`src/rtl/io_seq_pkg.sv`:
```
// Shared types and constants for the IO sequencer.
package io_seq_pkg;

  typedef enum logic [2:0] {
    ST_RUN      = 3'd0,
    ST_WAIT_IN  = 3'd1,
    ST_WAIT_OUT = 3'd2,
    ST_STEP     = 3'd3,
    ST_HALTED   = 3'd4
  } seq_state_t;

  localparam logic [31:0] BLANK_DISPLAY = 32'h07FF_FFFF;

endpackage

```
`src/rtl/ce_prescaler.sv`:
```
// Free-running 0..CE_DIV-1 prescaler; tick marks the last count of each period.
module ce_prescaler #(
  parameter int CE_DIV = 50000
) (
  input  logic clock,
  input  logic reset,
  input  logic clear,
  output logic tick
);

  localparam int W = (CE_DIV > 1) ? $clog2(CE_DIV) : 1;
  localparam logic [W-1:0] LAST = W'(CE_DIV - 1);

  logic [W-1:0] r_count;

  always_ff @(posedge clock) begin
    if (reset || clear) begin
      r_count <= '0;
    end else if (tick) begin
      r_count <= '0;
    end else begin
      r_count <= r_count + 1'b1;
    end
  end

  assign tick = (r_count == LAST);

endmodule

```
`src/rtl/io_sequencer.sv`:
```
// Steps the CPU via a clock enable and stalls it on IN/OUT/HALT until the user
// presses the button.
//   state       | meaning
//   ST_RUN      | free running, one cpu_en per prescaler tick unless an op is decoded
//   ST_WAIT_IN  | waiting for a press to capture the switches
//   ST_WAIT_OUT | display holds the OUT value, waiting for a press
//   ST_STEP     | released; a full period later the IO instruction executes
//   ST_HALTED   | absorbing until reset
module io_sequencer
  import io_seq_pkg::*;
#(
  parameter int CE_DIV = 50000
) (
  input  logic        clock,
  input  logic        reset,
  input  logic        op_in,
  input  logic        op_out,
  input  logic        op_halt,
  input  logic        button,
  input  logic [17:0] switches,
  input  logic [27:0] cpu_data,
  output logic        cpu_en,
  output logic [31:0] in_value,
  output logic [31:0] display_data,
  output logic        display_valid,
  output logic        waiting,
  output logic        halted,
  output logic [15:0] step_count
);

  seq_state_t r_state;
  seq_state_t w_state_nxt;

  logic        r_btn_q;
  logic        w_press;
  logic        w_tick;
  logic        w_clear;
  logic        w_cpu_en;
  logic        w_capture_in;
  logic        w_capture_out;
  logic [31:0] r_in_value;
  logic [31:0] r_display_data;
  logic        r_display_valid;
  logic        r_waiting;
  logic        r_halted;
  logic [15:0] r_step_count;

  ce_prescaler #(.CE_DIV(CE_DIV)) u_prescaler (
    .clock (clock),
    .reset (reset),
    .clear (w_clear),
    .tick  (w_tick)
  );

  // A press is a rising edge only, so a button held across a wait entry never releases it.
  assign w_press = button & ~r_btn_q;

  always_ff @(posedge clock) begin
    if (reset) begin
      r_state <= ST_RUN;
    end else begin
      r_state <= w_state_nxt;
    end
  end

  always_comb begin
    w_state_nxt   = r_state;
    w_cpu_en      = 1'b0;
    w_clear       = 1'b0;
    w_capture_in  = 1'b0;
    w_capture_out = 1'b0;
    unique case (r_state)
      ST_RUN: begin
        if (w_tick) begin
          if (op_halt) begin
            w_state_nxt = ST_HALTED;
          end else if (op_in) begin
            w_state_nxt = ST_WAIT_IN;
          end else if (op_out) begin
            w_state_nxt   = ST_WAIT_OUT;
            w_capture_out = 1'b1;
          end else begin
            w_cpu_en = 1'b1;
          end
        end
      end
      ST_WAIT_IN: begin
        if (w_press) begin
          w_capture_in = 1'b1;
          w_clear      = 1'b1;
          w_state_nxt  = ST_STEP;
        end
      end
      ST_WAIT_OUT: begin
        if (w_press) begin
          w_clear     = 1'b1;
          w_state_nxt = ST_STEP;
        end
      end
      ST_STEP: begin
        if (w_tick) begin
          w_cpu_en    = 1'b1;
          w_state_nxt = ST_RUN;
        end
      end
      ST_HALTED: begin
        w_state_nxt = ST_HALTED;
      end
      default: begin
        w_state_nxt = ST_RUN;
      end
    endcase
    if (reset) begin
      w_cpu_en = 1'b0;
    end
  end

  always_ff @(posedge clock) begin
    if (reset) begin
      r_btn_q         <= 1'b0;
      r_in_value      <= '0;
      r_display_data  <= BLANK_DISPLAY;
      r_display_valid <= 1'b0;
      r_waiting       <= 1'b0;
      r_halted        <= 1'b0;
      r_step_count    <= '0;
    end else begin
      r_btn_q <= button;
      if (w_capture_in) begin
        r_in_value <= {14'h0, switches};
      end
      if (w_capture_out) begin
        r_display_data  <= {4'h0, cpu_data};
        r_display_valid <= 1'b1;
      end
      if (w_cpu_en) begin
        r_step_count <= r_step_count + 16'd1;
      end
      r_waiting <= (w_state_nxt == ST_WAIT_IN) || (w_state_nxt == ST_WAIT_OUT);
      r_halted  <= (w_state_nxt == ST_HALTED);
    end
  end

  assign cpu_en        = w_cpu_en;
  assign in_value      = r_in_value;
  assign display_data  = r_display_data;
  assign display_valid = r_display_valid;
  assign waiting       = r_waiting;
  assign halted        = r_halted;
  assign step_count    = r_step_count;

endmodule

```
`config.mk`:
```
export PLATFORM = sky130hd
export DESIGN_NAME = io_sequencer
export DESIGN_NICKNAME = d
export VERILOG_FILES = /design/src/rtl/io_seq_pkg.sv /design/src/rtl/ce_prescaler.sv /design/src/rtl/io_sequencer.sv
export SDC_FILE = /design/constraint.sdc
export NUM_CORES = 1
export LEC_CHECK = 0
export ABC_AREA = 1
export BUFFER_PORTS_ARGS = -buffer_cell sky130_fd_sc_hd__buf_4
export CAP_MARGIN = 20
export CORE_ASPECT_RATIO = 0.7
export CORE_MARGIN = 8
export CORE_UTILIZATION = 30
export DETAILED_ROUTE_END_ITERATION = 6
export GPL_ROUTABILITY_DRIVEN = 0
export SLEW_MARGIN = 40
export SYNTH_ARGS = -nofsm -noshare
export SYNTH_HDL_FRONTEND = slang
export SYNTH_HIERARCHICAL = 1
export SYNTH_SLANG_ARGS = --single-unit
```
`constraint.sdc`:
```
create_clock -name clock -period 3 [get_ports clock]
set_input_delay 0.6 -clock clock [delete_from_list [all_inputs] [get_ports clock]]
set_output_delay 0.6 -clock clock [all_outputs]
set_load 0.01 [all_outputs]
```
==> flow_summary.yaml <==
status:
  status: "finished, final reports clean"
placed_design:
  dpl_cell_area_um2: 4850
  dp_hpwl_mm: 8.06
  io_buffers: 117
global_routing:
  gr-total-overflow: 0
  grt_pass1_vias: 3599
  grt_pass1_wl_mm: 17.7
  grt_max_degree: 47
  grt_antenna_before_repair: 0
  track_usage: 0.125
cts:
  cts_buffers: 9
  clock-sinks: 85
  cts.clk_slew.worst_paths_ns: 0.07
  insertion_delay_ns: 0.33
  cts_tree: "done"
  root_buffer: "clkbuf_16"
  htree_levels: 3
  clockBufferDepth: 2
critical_path:
  cp-end-kind: "output pin"
  cp-endpoint: "cpu_en"
  critPathMaxFanout: 16
  rr_endpoint: "display_data[8]$_SDFFE_PP1P_"
  critPathArrivalTime_ns: 2.10
  worstSetupPathType: "reg2out"
  critPathBufInv: 3
  r2r_start: "u_prescaler/r_count[0]$_SDFF_PP0_"
  cpMostUsedCell: "nor2_1"
  critPathMaxStageDelay_ns: 0.37
  cp_num_cells: 9
  reg2reg_slack_ns: 0.75
  cp_cell_sequence: "ha_1 > nand3_2 > or2_2 > nor2_1 > inv_1 > nor2_1 > nand2_4 > inv_8 > buf_4"
  cp.required_ns: 2.40
  cp_slowest_cell: "dfxtp_1"
  ff2ff_path_depth: 11
  critPathTopFamily: "simple AND/OR/NAND/NOR gates"
  start_kind: "flop"
  startpoint: "u_prescaler/r_count[0]$_SDFF_PP0_"
die:
  dieArea_um2: 17000
  ios: 136
  die_w_um: 153
  rows: 35
  core_um2: 13000
  initial_utilization: 0.302
  dieHeight_um: 112
timing:
  report.final.slew_viol_count: 0
  post-route-period-util: 0.899
  hold_viol: 0
  setup-violations-final: 0
  period_minus_slack_ns: 2.70
  fmax_mhz: 371
  setup-tns-final_ns: 0
  rsz0062_at_grt: "no"
  fin_worst_skew_ns: 0.00908
synth:
  syn_area_per_cell_um2: 7.10
  synth_top_area_cell: "dfxtp_1"
  synthCells: 552
  synth-seq-cells: 85
  netlist_area_um2: 3920
  ys.warnings.count: 6
  synth_top_cell_area_share: 0.434
  ys_seq_area_frac: 0.434
  synthDistinctLibCells: 32
  yosys-top-cells-area: "dfxtp_1 (43%), nand2_1 (15%), nor2_1 (8.9%)"
layout:
  nets: 720
  drive_gt1_frac: 0.264
  postLayoutCellArea_um2: 5140
  layout.area.seq_um2: 1700
  final_util: 0.397
  nFillCells: 1365
  syn_to_final_growth_pct: 31.2
  n_antenna_cell: 0
  multiInputGateArea_um2: 1890
power:
  p_int_mw: 1.75
  switching_power_mw: 0.518
  power.density_nw_per_um2: 440
  ir_drop_mv: 0.239
  combPwrFrac: 0.046
  seq_power_share: 0.503
  leakagePower_nw: 2.24
  clkPwrFrac: 0.452
  switching_share: 0.228
drt:
  vias: 3743
  drt_iter0_markers: 223
  wl_per_cell_um: 12.8
  post-route-drc-count: 0
  met2WireLength_mm: 5.04
  drtAntennaViolNets: 0
  wirelength_met1_mm: 4.96
  vias_per_cell: 4.47
  wl_mm: 10.7
  drtPass1Iterations: 4
  wl_met3_um: 560
  top_layer: "met4"
hold_path:
  min_path_type: "in2reg"
run:
  maxCapViolations: 0
[layer usage]
layer | vias to the layer above | global-route usage
li1 | 1933 | -
met1 | 1702 | 0.151
met2 | 94 | 0.208
met3 | 14 | 0.0375
met4 | 0 | 0.0401
met5 | - | 0
[sequential cells by signal (all words and copies together), names as in the netlist]
| register | cells |
|---|---|
| u_prescaler/r_count | 16 |
| in_value | 18 |
| halted | 1 |
| step_count | 16 |
| waiting | 1 |
| r_state | 3 |
| display_data | 28 |
| display_valid | 1 |
| r_btn_q | 1 |
[Yosys cell counts]
cell / number
xnor2_1: 3
a21oi_2: 8
ha_1: 2
buf_2: 4
inv_2: 5
clkbuf_1: 8
or2_2: 2
dfxtp_1: 85
nor2_2: 3
inv_6: 1
nand3_2: 2
a211oi_1: 1
buf_1: 1
nand2_2: 12
nor2_1: 93
nand2_4: 2
nand4_1: 13
buf_4: 21
o21ai_2: 1
conb_1: 1
o21ai_1: 2
buf_12: 1
a21oi_1: 17
nand3_1: 43
nor2_4: 2
buf_8: 1
nor3_1: 2
xor2_1: 8
inv_1: 33
or2_0: 1
o21ai_0: 22
nand2_1: 152
[power by group through the flow]
| stage | sequential (mW) | clock, mW | combinational [mW] |
|---|---|---|---|
| final | 1.14 | 1.02 | 0.103 |
| after global routing | 1.14 | 1.10 | 0.115 |
| after CTS | 1.14 | 1.06 | 0.104 |
| after detailed placement | 1.16 | 0 | 0.103 |
| after global placement | 1.16 | 0 | 0.102 |
| after floorplan | 1.16 | 0 | 0.0625 |
[area by class of cell]
| type | count | area share |
|---|---|---|
| Clock inverter | 7 | 0.00973 |
| Tap cell | 166 | 0.0404 |
| Inverter | 39 | 0.0299 |
| Timing Repair Buffer | 122 | 0.178 |
| Multi-Input combinational cell | 409 | 0.367 |
| Sequential cell | 85 | 0.331 |
| Clock buffer | 9 | 0.0438 |
[layout by cell type, fill, tap and decap left out, types with 3 or more instances in the layout]
master | synthesis | layout
inv_2 | 5 | 5
conb_1 | 1 | 18
nand3_1 | 43 | 42
a21oi_2 | 8 | 8
buf_4 | 21 | 122
nor2_1 | 93 | 93
nand2_2 | 12 | 12
inv_1 | 33 | 33
a21oi_1 | 17 | 17
nand2_1 | 152 | 152
nand4_1 | 13 | 13
nor2_2 | 3 | 3
dfxtp_1 | 85 | 85
o21ai_0 | 22 | 22
xor2_1 | 8 | 8
xnor2_1 | 3 | 3
clkinvlp_4 | 0 | 3
nand3_2 | 2 | 3
clkbuf_16 | 0 | 9
[through the flow]
step                cells  setup slack (ns)  power, mW  hold WS, ns
finish                837             0.303       2.27        0.466
global route          837             0.106       2.36        0.459
CTS                   835            0.0742       2.30        0.449
detailed placement    819             0.438       1.27        0.462
global placement      819             0.496       1.26        0.443
floorplan             569             0.647       1.23        0.430
[tightest hold or removal path: cells and delay by family]
family                 cells  cell delay, ns
AND/OR/NAND/NOR            2            0.09
buffers and inverters      1            0.07
[worst min path at each step]
stage | cells past startpoint | to | start
2_1_floorplan | 1 | u_prescaler/r_count[0]$_SDFF_PP0_ | u_prescaler/r_count[0]$_SDFF_PP0_
4_1_cts | 3 | display_data[25]$_SDFFE_PP1P_ | cpu_data[25]
3_5_place_dp | 2 | display_data[7]$_SDFFE_PP1P_ | display_data[7]$_SDFFE_PP1P_
6_report | 3 | display_data[12]$_SDFFE_PP1P_ | cpu_data[12]
3_3_place_gp | 1 | u_prescaler/r_count[0]$_SDFF_PP0_ | u_prescaler/r_count[0]$_SDFF_PP0_
5_1_grt | 3 | display_data[12]$_SDFFE_PP1P_ | cpu_data[12]
[logic make-up (layout without fill, tap and decap cells)]
logic type / Yosys count / in the layout / synth area share
and+or+nand+nor: 327 / 327 / 0.358
DFF: 85 / 85 / 0.434
buffers and inverters: 75 / 177 / 0.101
AOI/OAI and AO/OA: 51 / 51 / 0.0744
xor gates and xnor gates: 11 / 11 / 0.0246
adders and majority gates: 2 / 2 / 0.00638
other: 1 / 18 / 0.000957
[timing repair]
action / CTS / global route
resized for setup: 0 / 2
hold buffers: 0 / 0
buffers inserted: 0 / 2
setup endpoints to repair: 0 / 1
endpoints found under the hold margin: 0 / 0
Power figures use the tool's default switching activity.
